===== src/rtl/lsu_sequencer.sv =====
// Load/store sequencer: captures one decoded memory instruction, runs the
// request/response handshake with data memory and stalls the PC meanwhile.
module lsu_sequencer #(
  parameter int unsigned TIMEOUT = 255
) (
  input  logic        clk,
  input  logic        rst,
  input  logic        load_req,
  input  logic        store_req,
  input  logic [2:0]  funct3,
  input  logic [31:0] addr,
  input  logic [31:0] store_data,
  output logic        mem_req_valid,
  input  logic        mem_req_ready,
  output logic        mem_we,
  output logic [31:0] mem_addr,
  output logic [3:0]  mem_be,
  output logic [31:0] mem_wdata,
  input  logic        mem_rsp_valid,
  input  logic [31:0] mem_rdata,
  output logic        stall,
  output logic        done,
  output logic [31:0] load_result,
  output logic        fault,
  output logic [1:0]  fault_code
);

  typedef enum logic [1:0] {IDLE, REQ, WAIT_RSP, DONE} state_t;

  localparam logic [7:0] TMO = 8'(TIMEOUT);

  state_t      state;
  logic [7:0]  tmo_cnt;
  logic [7:0]  tmo_next;
  logic [2:0]  f3_p0;
  logic [1:0]  off_p0;
  logic        req_any;
  logic        illegal;
  logic        misaligned;
  logic        bad;

  function automatic logic [3:0] byte_en(input logic [2:0] f3, input logic [1:0] off);
    case (f3[1:0])
      2'b00:   byte_en = 4'b0001 << off;
      2'b01:   byte_en = off[1] ? 4'b1100 : 4'b0011;
      default: byte_en = 4'b1111;
    endcase
  endfunction

  function automatic logic [31:0] lane_data(input logic [2:0] f3, input logic [31:0] d);
    case (f3[1:0])
      2'b00:   lane_data = {4{d[7:0]}};
      2'b01:   lane_data = {2{d[15:0]}};
      default: lane_data = d;
    endcase
  endfunction

  function automatic logic [31:0] load_extend(input logic [2:0] f3, input logic [1:0] off,
                                              input logic [31:0] rdata);
    logic [7:0]  b;
    logic [15:0] h;
    b = rdata[{off, 3'b000} +: 8];
    h = rdata[{off[1], 4'b0000} +: 16];
    case (f3)
      3'b000:  load_extend = {{24{b[7]}}, b};
      3'b001:  load_extend = {{16{h[15]}}, h};
      3'b100:  load_extend = {24'd0, b};
      3'b101:  load_extend = {16'd0, h};
      default: load_extend = rdata;
    endcase
  endfunction

  // Decode-time validation; illegal encodings take priority over misalignment.
  assign req_any    = load_req | store_req;
  assign illegal    = (load_req & store_req)
                    | (load_req & ((funct3 == 3'b011) | (funct3[2:1] == 2'b11)))
                    | (store_req & (funct3[2] | (funct3 == 3'b011)));
  assign misaligned = ((funct3[1:0] == 2'b01) & addr[0])
                    | ((funct3[1:0] == 2'b10) & (addr[1:0] != 2'b00));
  assign bad        = illegal | misaligned;
  assign tmo_next   = tmo_cnt + 8'd1;

  assign stall = ((state == IDLE) & req_any & ~bad) | (state == REQ) | (state == WAIT_RSP);

  always_ff @(posedge clk) begin
    if (rst) begin
      state         <= IDLE;
      tmo_cnt       <= 8'd0;
      f3_p0         <= 3'd0;
      off_p0        <= 2'd0;
      mem_req_valid <= 1'b0;
      mem_we        <= 1'b0;
      mem_addr      <= 32'd0;
      mem_be        <= 4'd0;
      mem_wdata     <= 32'd0;
      done          <= 1'b0;
      load_result   <= 32'd0;
      fault         <= 1'b0;
      fault_code    <= 2'b00;
    end else begin
      done  <= 1'b0;
      fault <= 1'b0;
      case (state)
        IDLE: begin
          if (req_any) begin
            if (bad) begin
              fault      <= 1'b1;
              fault_code <= illegal ? 2'b10 : 2'b01;
            end else begin
              mem_req_valid <= 1'b1;
              mem_we        <= store_req;
              mem_addr      <= {addr[31:2], 2'b00};
              mem_be        <= byte_en(funct3, addr[1:0]);
              mem_wdata     <= lane_data(funct3, store_data);
              f3_p0         <= funct3;
              off_p0        <= addr[1:0];
              tmo_cnt       <= 8'd0;
              state         <= REQ;
            end
          end
        end
        REQ: begin
          if (mem_req_ready) begin
            mem_req_valid <= 1'b0;
            tmo_cnt       <= 8'd0;
            if (mem_we) begin
              done  <= 1'b1;
              state <= DONE;
            end else begin
              state <= WAIT_RSP;
            end
          end else if (tmo_next == TMO) begin
            mem_req_valid <= 1'b0;
            fault         <= 1'b1;
            fault_code    <= 2'b11;
            state         <= IDLE;
          end else begin
            tmo_cnt <= tmo_next;
          end
        end
        WAIT_RSP: begin
          if (mem_rsp_valid) begin
            load_result <= load_extend(f3_p0, off_p0, mem_rdata);
            done        <= 1'b1;
            state       <= DONE;
          end else if (tmo_next == TMO) begin
            fault      <= 1'b1;
            fault_code <= 2'b11;
            state      <= IDLE;
          end else begin
            tmo_cnt <= tmo_next;
          end
        end
        DONE: state <= IDLE;
        default: state <= IDLE;
      endcase
    end
  end

endmodule


===== config.mk =====
export PLATFORM = sky130hd
export DESIGN_NAME = lsu_sequencer
export DESIGN_NICKNAME = d
export VERILOG_FILES = /design/src/rtl/lsu_sequencer.sv
export SDC_FILE = /design/constraint.sdc
export NUM_CORES = 1
export LEC_CHECK = 0
export CAP_MARGIN = 10
export CORE_MARGIN = 1.5
export CORE_UTILIZATION = 44
export CTS_CLUSTER_DIAMETER = 40
export CTS_CLUSTER_SIZE = 12
export DETAILED_ROUTE_END_ITERATION = 8
export PLACE_DENSITY = 0.79
export SLEW_MARGIN = 20
export SYNTH_ARGS = -nofsm -noshare
export SYNTH_HDL_FRONTEND = slang
export SYNTH_SLANG_ARGS = --single-unit

===== constraint.sdc =====
create_clock -name clk -period 3.2 [get_ports clk]
set_input_delay 0.64 -clock clk [delete_from_list [all_inputs] [get_ports clk]]
set_output_delay 0.64 -clock clk [all_outputs]
set_load 0.05 [all_outputs]

# Word level (Yosys, flattened, before mapping)
# Cells that the tools add are included.
# Widths: inputs -> output; s select.
[word_totals] output_inout_bits=107 wordCells=102 inputBits=105 regBits=119
[classes] add_sub_neg=1 muxes=39 eq_ne=17 reduce_logical=12 bitwise_logic=17 shift=3
[op_table] cell="$pmux 32 s4" count=1
[op_table] cell="$pmux 32 s2" count=1
[op_table] cell="$mux 8" count=5
[op_table] cell="$shiftx 32x6->16" count=1
[op_table] cell="$shiftx 32x6->8" count=1
[op_table] cell="$pmux 8 s3" count=1
[op_table] cell="$mux 2" count=11
[op_table] cell="$mux 1" count=13
[op_table] cell="$ne 2x2->1 const B" count=5
[op_table] cell="$or 1x1->1" count=9
[op_table] cell="$add 8x1->8 const B" count=1
[op_table] cell="$eq 2x2->1 const B" count=4
[op_table] cell="$eq 8x8->1 const B" count=1
[op_table] cell="$pmux 2 s4" count=1
[op_table] cell="$pmux 4 s2" count=1
[op_table] cell="$reduce_and 4->1" count=2
[op_table] cell="$and 1x1->1" count=7
[op_table] cell="$eq 3x3->1 const B" count=2
[op_table] cell="$pmux 2 s3" count=1
[op_table] cell="$reduce_and 5->1" count=1
[op_table] cell="$eq 2x1->1 const B" count=2
[op_table] cell="$logic_not 2->1" count=2
[op_table] cell="$mux 4" count=1
[op_table] cell="$pmux 1 s2" count=2
[op_table] cell="11 further kinds" count=13

# Depth between registers and ports, before layout
[logic_depth] depth_word=10 depth_mapped=9 depth_no_buf=8

# Worst setup path after synthesis
# Ideal clock, no wire load.
[synth_path] path_type="in2out" startpoint="input funct3[1]" endpoint="output stall" cell_stages=7 t_arrival_ps=2249 path_slack_ps=311 n_path_buf=2 required_ps=2560 cell_sequence="buf_2 > a21oi_1 > or3_4 > and2_4 > and3_4 > buf_6 > or3_1"
[synth_between] elab_chain_cells=10 elab_cells_between_ends=18 classes_between="4 x eq/ne; 14 x bitwise"
[synth_lines] item="from (decl)" line_no="10" text="input logic [2:0] funct3,"
[synth_lines] item="$eq 3x2->1 or $eq 2x2->1 (tied branches)" line_no="76, 77"
[synth_lines] item="$or 1x1->1" line_no="76" text="| (load_req & ((funct3 == 3'b011) | (funct3[2:1] == 2'b11)))"
[synth_lines] item="$and 1x1->1" line_no="76"
[synth_lines] item="$or 1x1->1" line_no="76"
[synth_lines] item="$or 1x1->1" line_no="77" text="| (store_req & (funct3[2] | (funct3 == 3'b011)));"
[synth_lines] item="$or 1x1->1 *" line_no="80" text="assign bad = illegal | misaligned;"
[synth_lines] item="$not 1->1 (no source line) *"
[synth_lines] item="$and 1x1->1 *" line_no="83" text="assign stall = ((state == IDLE) & req_any & ~bad) | (state == REQ) | (state == WAIT_RSP);"
[synth_lines] item="$or 1x1->1 * (2 in a row)" line_no="83"
[synth_lines] item="to (decl)" line_no="21" text="output logic stall,"
# Mark *: on every way between the ends. The rest lies on a longest branch, timed or not.

# Worst setup path in the final report
# Same ends and word-level chain as after synthesis.

==> out/results.tsv <==
metric	value	unit
syn_area	0.00550	mm2
crit_path_max_incr_delay	510	ps
root_buffer	clkbuf_16	
grt_overflow	0	
rrSetupSlack	800	ps
critPathArrivalTime	2480	ps
critPathKind	primary input to primary output	
cts_buffers	17	
min_period	3120	ps
r2r_end	mem_wdata[20]$_SDFFE_PP0P_	
n_fill_cell	988	
synth_top_cell_area_share	43.4	%
port_buffers	209	
ctsLongestPathBuffers	2	
core-area	0.0121	mm2
ys_warn_count	0	
drtPass1Iterations	5	
dp_hpwl	11.7	mm
crit_chain	clkdlybuf4s50_1 > a21oi_1 > or3_4 > and2_4 > and3_4 > or3_1 > buf_12	
crit_path_end_kind	primary output	
fin_setup_tns	0	ps
timing.rr.start	state[0]$_SDFFE_PP0P_	
clk_latency	410	ps
diodes	0	
clock_sinks	119	
grt_max_degree	113	
synth.area.top_cells	dfxtp_1, nand2_1, a21oi_1	
clkTransAtPathRegs	50	ps
grt_setup_unrepaired	no	
seq_power_share	33.9	%
fp.dieW	115	um
p_per_area	617	mW/mm2
yosysTopAreaCell	dfxtp_1	
max_cap_violations	0	
p_total	0.00509	W
final_layout_size_suffix_gt1_share	8.70	%
fin_nets	974	
h-tree-depth	4	
slew_headroom	35.3	%
io_pins	212	
tightestPinTransition	971	ps
start_util	45.4	%
status	finished, final reports clean	
sw_frac_of_total	33.6	%
fin_skew	6.54	ps
grt_pass1_wl	26.3	mm
drt-initial-drc-count	509	
slew_violations	0	
viasPerCell	5.38	
cts_hold_buf	0	
postCtsSetupRepairBufs	0	
synth_seq_area_share	43.4	%
syn_inst	671	
power.leakage	2.89	nW
ys.flop_type	dfxtp_1	
endpoint	stall	
crit_fanout	3	
cp_slowest_cell	clkdlybuf4s50_1	
comb_power_share	30.7	%
die_area	0.0132	mm2
pwr-share-clk	35.4	%
final_core_util	68.1	%
peakVddDrop	0.458	mV
post_cts_resized	0	
final_cell_mix	clkdlybuf4s50_1, nand2_1, dfxtp_1, a21oi_1, nor2_1	
gp_congestion	0.894	
cts_tree	built	
drc	0	
cp_num_cells	7	
switchingPower	0.00171	W
final_hold_viol_count	0	
async_flop_share	0	%
die_y	115	um
setup_viol	0	
whs	453	ps
grtUsageTotal	25.3	%
r2r_cells	6	
startpoint_type	primary input	
wl_per_cell	16.2	um
cp-startpoint	funct3[1]	
drt-total-wl	16.9	mm
hold_class	flop to flop	
antenna_left	0	
ys_seq_elements	119	
grt_pass1_vias	5418	
finalCritPeriodShare	97.6	%
rows	40	
intPower	0.00338	W
fmax	0.320	GHz
required	2560	ps
antenna_found_initial	0	
synth_edf_count	0	
crit_family	simple AND/OR/NAND/NOR gates	
syn_area_per_cell	8.19	um2
ys_types	53	
vias	5602	
layout_commonest_cell	clkdlybuf4s50_1	
crit_buf_inv	2	
area_growth	50.1	%
==> cell usage after synthesis (2+ instances only) <==
cell      instances
buf_1             3
a311oi_2         10
a211oi_2          2
buf_2            14
xnor2_1           4
o21a_1            2
mux2_2            8
nand3b_1          8
o22a_1            2
nand3_1          13
nor2_1           59
a31oi_1           2
o21ai_0          24
nand2b_1          9
nand4_1           3
inv_1            10
dfxtp_1         119
ha_1              7
a221oi_2          2
buf_4             3
a21oi_1          74
xor2_1            2
nor3_1           16
clkbuf_1         29
or3_1             3
mux2i_1          17
buf_6             5
o211ai_1          9
nand2_1         144
a211oi_1         45
==> power groups by stage <==
stage	sequential, W	combinational, W	clock [W]
after floorplan	0.00216	0.000603	0
after global placement	0.00175	0.00152	0
after detailed placement	0.00175	0.00156	0
after CTS	0.00173	0.00157	0.00182
after global routing	0.00174	0.00166	0.00189
final	0.00173	0.00156	0.00180
==> worst register-to-register path, stage by stage (launching register included) <==
cell and delay, ps:
dfxtp_1 360, inv_1 130, ha_1 400, and3_4 270
buf_4 690, nor2_1 250, a211oi_2 230
==> cells by family (layout without fill, tap and decap cells) <==
logic type               after synthesis  after routing  synth area share, %
other                                  1              2               0.0682
multiplexers                          26             26                 4.94
AND/OR/NAND/NOR                      267            267                 21.1
buffers and inverters                 65            267                 5.65
XOR/XNOR                               6              6                0.956
flip-flops                           119            119                 43.4
AO/OA/AOI/OAI                        180            180                 22.3
adder cells (fa/ha/maj)                7              7                 1.59
==> layer usage <==
layer	share of wire (%)	up-vias	track usage (%)
met1	41	2620	30.0
met4	1.8	0	9.22
met5	0	-	0
met3	9.4	27	9.38
met2	48	234	42.2
li1	-	2721	-
==> per-stage QoR <==
stage	std cells	instance area, um2	setup WS [ps]
4_1_cts	1042	8240	35.0
5_1_grt	1042	8250	24.7
6_report	1042	8250	75.8
2_1_floorplan	672	5500	311
3_5_place_dp	1011	7670	43.1
3_3_place_gp	1011	7670	73.6
==> layout make-up <==
cell class,count,area [um2],share of cell area [%]
Clock buffer,30,564,6.84
Tap cell,168,210,2.55
Timing Repair Buffer,225,2240,27.1
Clock inverter,1,5.00,0.0607
Inverter,11,41.3,0.501
Multi-Input combinational cell,488,2810,34.0
Sequential cell,119,2380,28.9
==> registers in the layout, summed over array words and instances (netlist names), 2 cells and up <==
name         flops
load_result     32
tmo_cnt          8
state            2
f3_p0            3
mem_addr        30
off_p0           2
mem_be           4
mem_wdata       32
fault_code       2
==> worst min-delay path by stage <==
stage          slack, ps                       start                          to  cells after the start
4_1_cts              460  mem_wdata[28]$_SDFFE_PP0P_  mem_wdata[28]$_SDFFE_PP0P_                      2
6_report             450   mem_addr[20]$_SDFFE_PP0P_   mem_addr[20]$_SDFFE_PP0P_                      2
2_1_floorplan        450       f3_p0[2]$_SDFFE_PP0P_       f3_p0[2]$_SDFFE_PP0P_                      2
3_3_place_gp         440    mem_addr[5]$_SDFFE_PP0P_    mem_addr[5]$_SDFFE_PP0P_                      2
3_5_place_dp         450   mem_wdata[6]$_SDFFE_PP0P_   mem_wdata[6]$_SDFFE_PP0P_                      2
5_1_grt              470   mem_addr[26]$_SDFFE_PP0P_   mem_addr[26]$_SDFFE_PP0P_                      2
No activity file was read; power rests on OpenSTA's default activity.
==> RTL change, RTL diff (same flow settings) <==
Encoding of `state_t`: now one-hot (4 bits for 4 states).
--- a/src/rtl/lsu_sequencer.sv
+++ b/src/rtl/lsu_sequencer.sv
@@ -25,7 +25,7 @@
   output logic [1:0]  fault_code
 );
 
-  typedef enum logic [1:0] {IDLE, REQ, WAIT_RSP, DONE} state_t;
+  typedef enum logic [3:0] {IDLE = 4'b0001, REQ = 4'b0010, WAIT_RSP = 4'b0100, DONE = 4'b1000} state_t;
 
   localparam logic [7:0] TMO = 8'(TIMEOUT);
 
Formal check against the unedited RTL: no difference found for any inputs over 4 cycles, from zero or initial values and one cycle with rst high; so few cycles prove little.
==> RTL change against the original RTL <==
- worst setup slack improved by 0.067 ns
- maximum frequency up 2.2%
- total power shrank 11%
- clock power is 3% higher
- sequential cell count grew 2
- first-iteration DRC count is 7.9% lower
- cell area rose by 0.14%
- cell count increased by 2.1%
- area after synthesis decreased by 0.27%
- routed wire length is 3.5% higher
- critical path type unchanged
==> RTL change: results (changes against the original RTL) <==
vias in the first global route: 5690 (was 5418)
reg2reg setup slack: 0.86 ns (was 0.80 ns)
met1 Use GR: 31.17% (was 30.02%)
Int Pwr: 0.003132 W (was 0.003381 W)
Multi-input comb cells: 502 (was 488)
Multi-input gate area: 2754 µm² (was 2806 µm²)
mux share of post-synthesis cell area: 4.977% (was 4.941%)
Non-Clock Buffer Count: 222 (was 225)
fraction of layout instances using a drive strength above 1: 6.920% (was 8.696%)
GRT Util Overall: 26.93% (was 25.32%)
Synth area leaders: dfxtp_1, nand2_1, a21oi_1, nor2_1, a211oi_1 (was dfxtp_1, nand2_1, a21oi_1, a211oi_1, nor2_1)
worst-path fanout max: 9 (was 3)
synth cell count leaders: nand2_1, dfxtp_1, a21oi_1 (unchanged)
hold_ws: 0.4519 ns (was 0.4525 ns)
YS warnings: 0 (unchanged)
Layout clock area frac: 7.000% (was 6.903%)
dpl cell area: 7680 µm² (was 7672 µm²)
routed wire length per instance: 16.40 µm (was 16.18 µm)
GRT met3 Usage: 9.158% (was 9.383%)
Layout Nets: 990 (was 974)
Worst path top cell family by delay: buffers and inverters (was simple AND/OR/NAND/NOR gates)
dpl hpwl: 12420 µm (was 11700 µm)
first-pass GRT wire length: 28090 µm (was 26310 µm)
Hold Path End: f3_p0[1] (was mem_addr[20])
Via Count: 5876 (was 5602)
Area Growth Syn to Fin: 50.68% (was 50.07%)
DP Cell Count: 1032 (was 1011)
first-pass detailed-route iteration total: 7 (was 5)
fill count: 939 (was 988)
Post-Synth Adder-Cell Area: 0.4566% (was 1.594%)
GPL Wtd Cong: 0.8511 (was 0.8936)
Lkg Pwr: 2.966 nW (was 2.886 nW)
pre-CTS setup slack: 0.1681 ns (was 0.04307 ns)
share of the yosys chip area belonging to registers: 44.20% (was 43.35%)
Yosys cell types: 58 (was 53)
slowest stage delay, CP: 0.57 ns (was 0.51 ns)
outcome: finished clean (unchanged)
Comb power frac: 22.7% (was 30.7%)
seq pwr: 0.00165 W (was 0.00173 W)
Synth Area in Compound Gates: 24.11% (was 22.31%)
r2r startpoint: tmo_cnt[1] (was state[0])
PD cells: 548.4 nW/µm² (was 616.9 nW/µm²)
vias per cell: 5.523 (was 5.376)
syn avg cell area: 7.863 µm² (was 8.190 µm²)
hold wc startpoint: f3_p0[1] (was mem_addr[20])
GR Util met2: 45.79% (was 42.24%)
Post-Synth XOR/XNOR Area: 0.3196% (was 0.9563%)
pin count of the biggest net entering global routing: 56 (was 113)
Max IR drop VDD: 0.0003647 V (was 0.0004583 V)
WP data arrival: 2.42 ns (was 2.48 ns)
## RTL change: cell types whose count changed after synthesis, sizes merged, moves of 9 or more
cell,change
a21oi,+23
clkbuf,+11
nand3,+9
o21ai,+11
a211oi,-24
buf,-9
## RTL change: metal layers
| metal | part of all wire (%) | up-vias |
|---|---|---|
| li1 | - | 2828 |
| met1 | 39 | 2716 |
| met2 | 49 | 298 |
| met3 | 9.8 | 34 |
| met4 | 2.4 | 0 |
| met5 | 0 | - |
## RTL change: worst max path at each step
| stage | from | end | slack (ns) | cells past startpoint |
|---|---|---|---|---|
| 2_1_floorplan | funct3[1] | stall | 0.59 | 6 |
| 6_report | funct3[1] | stall | 0.14 | 6 |
| 3_5_place_dp | funct3[1] | stall | 0.17 | 6 |
| 5_1_grt | funct3[1] | stall | 0.05 | 6 |
| 4_1_cts | funct3[1] | stall | 0.15 | 6 |
| 3_3_place_gp | funct3[1] | stall | 0.19 | 6 |
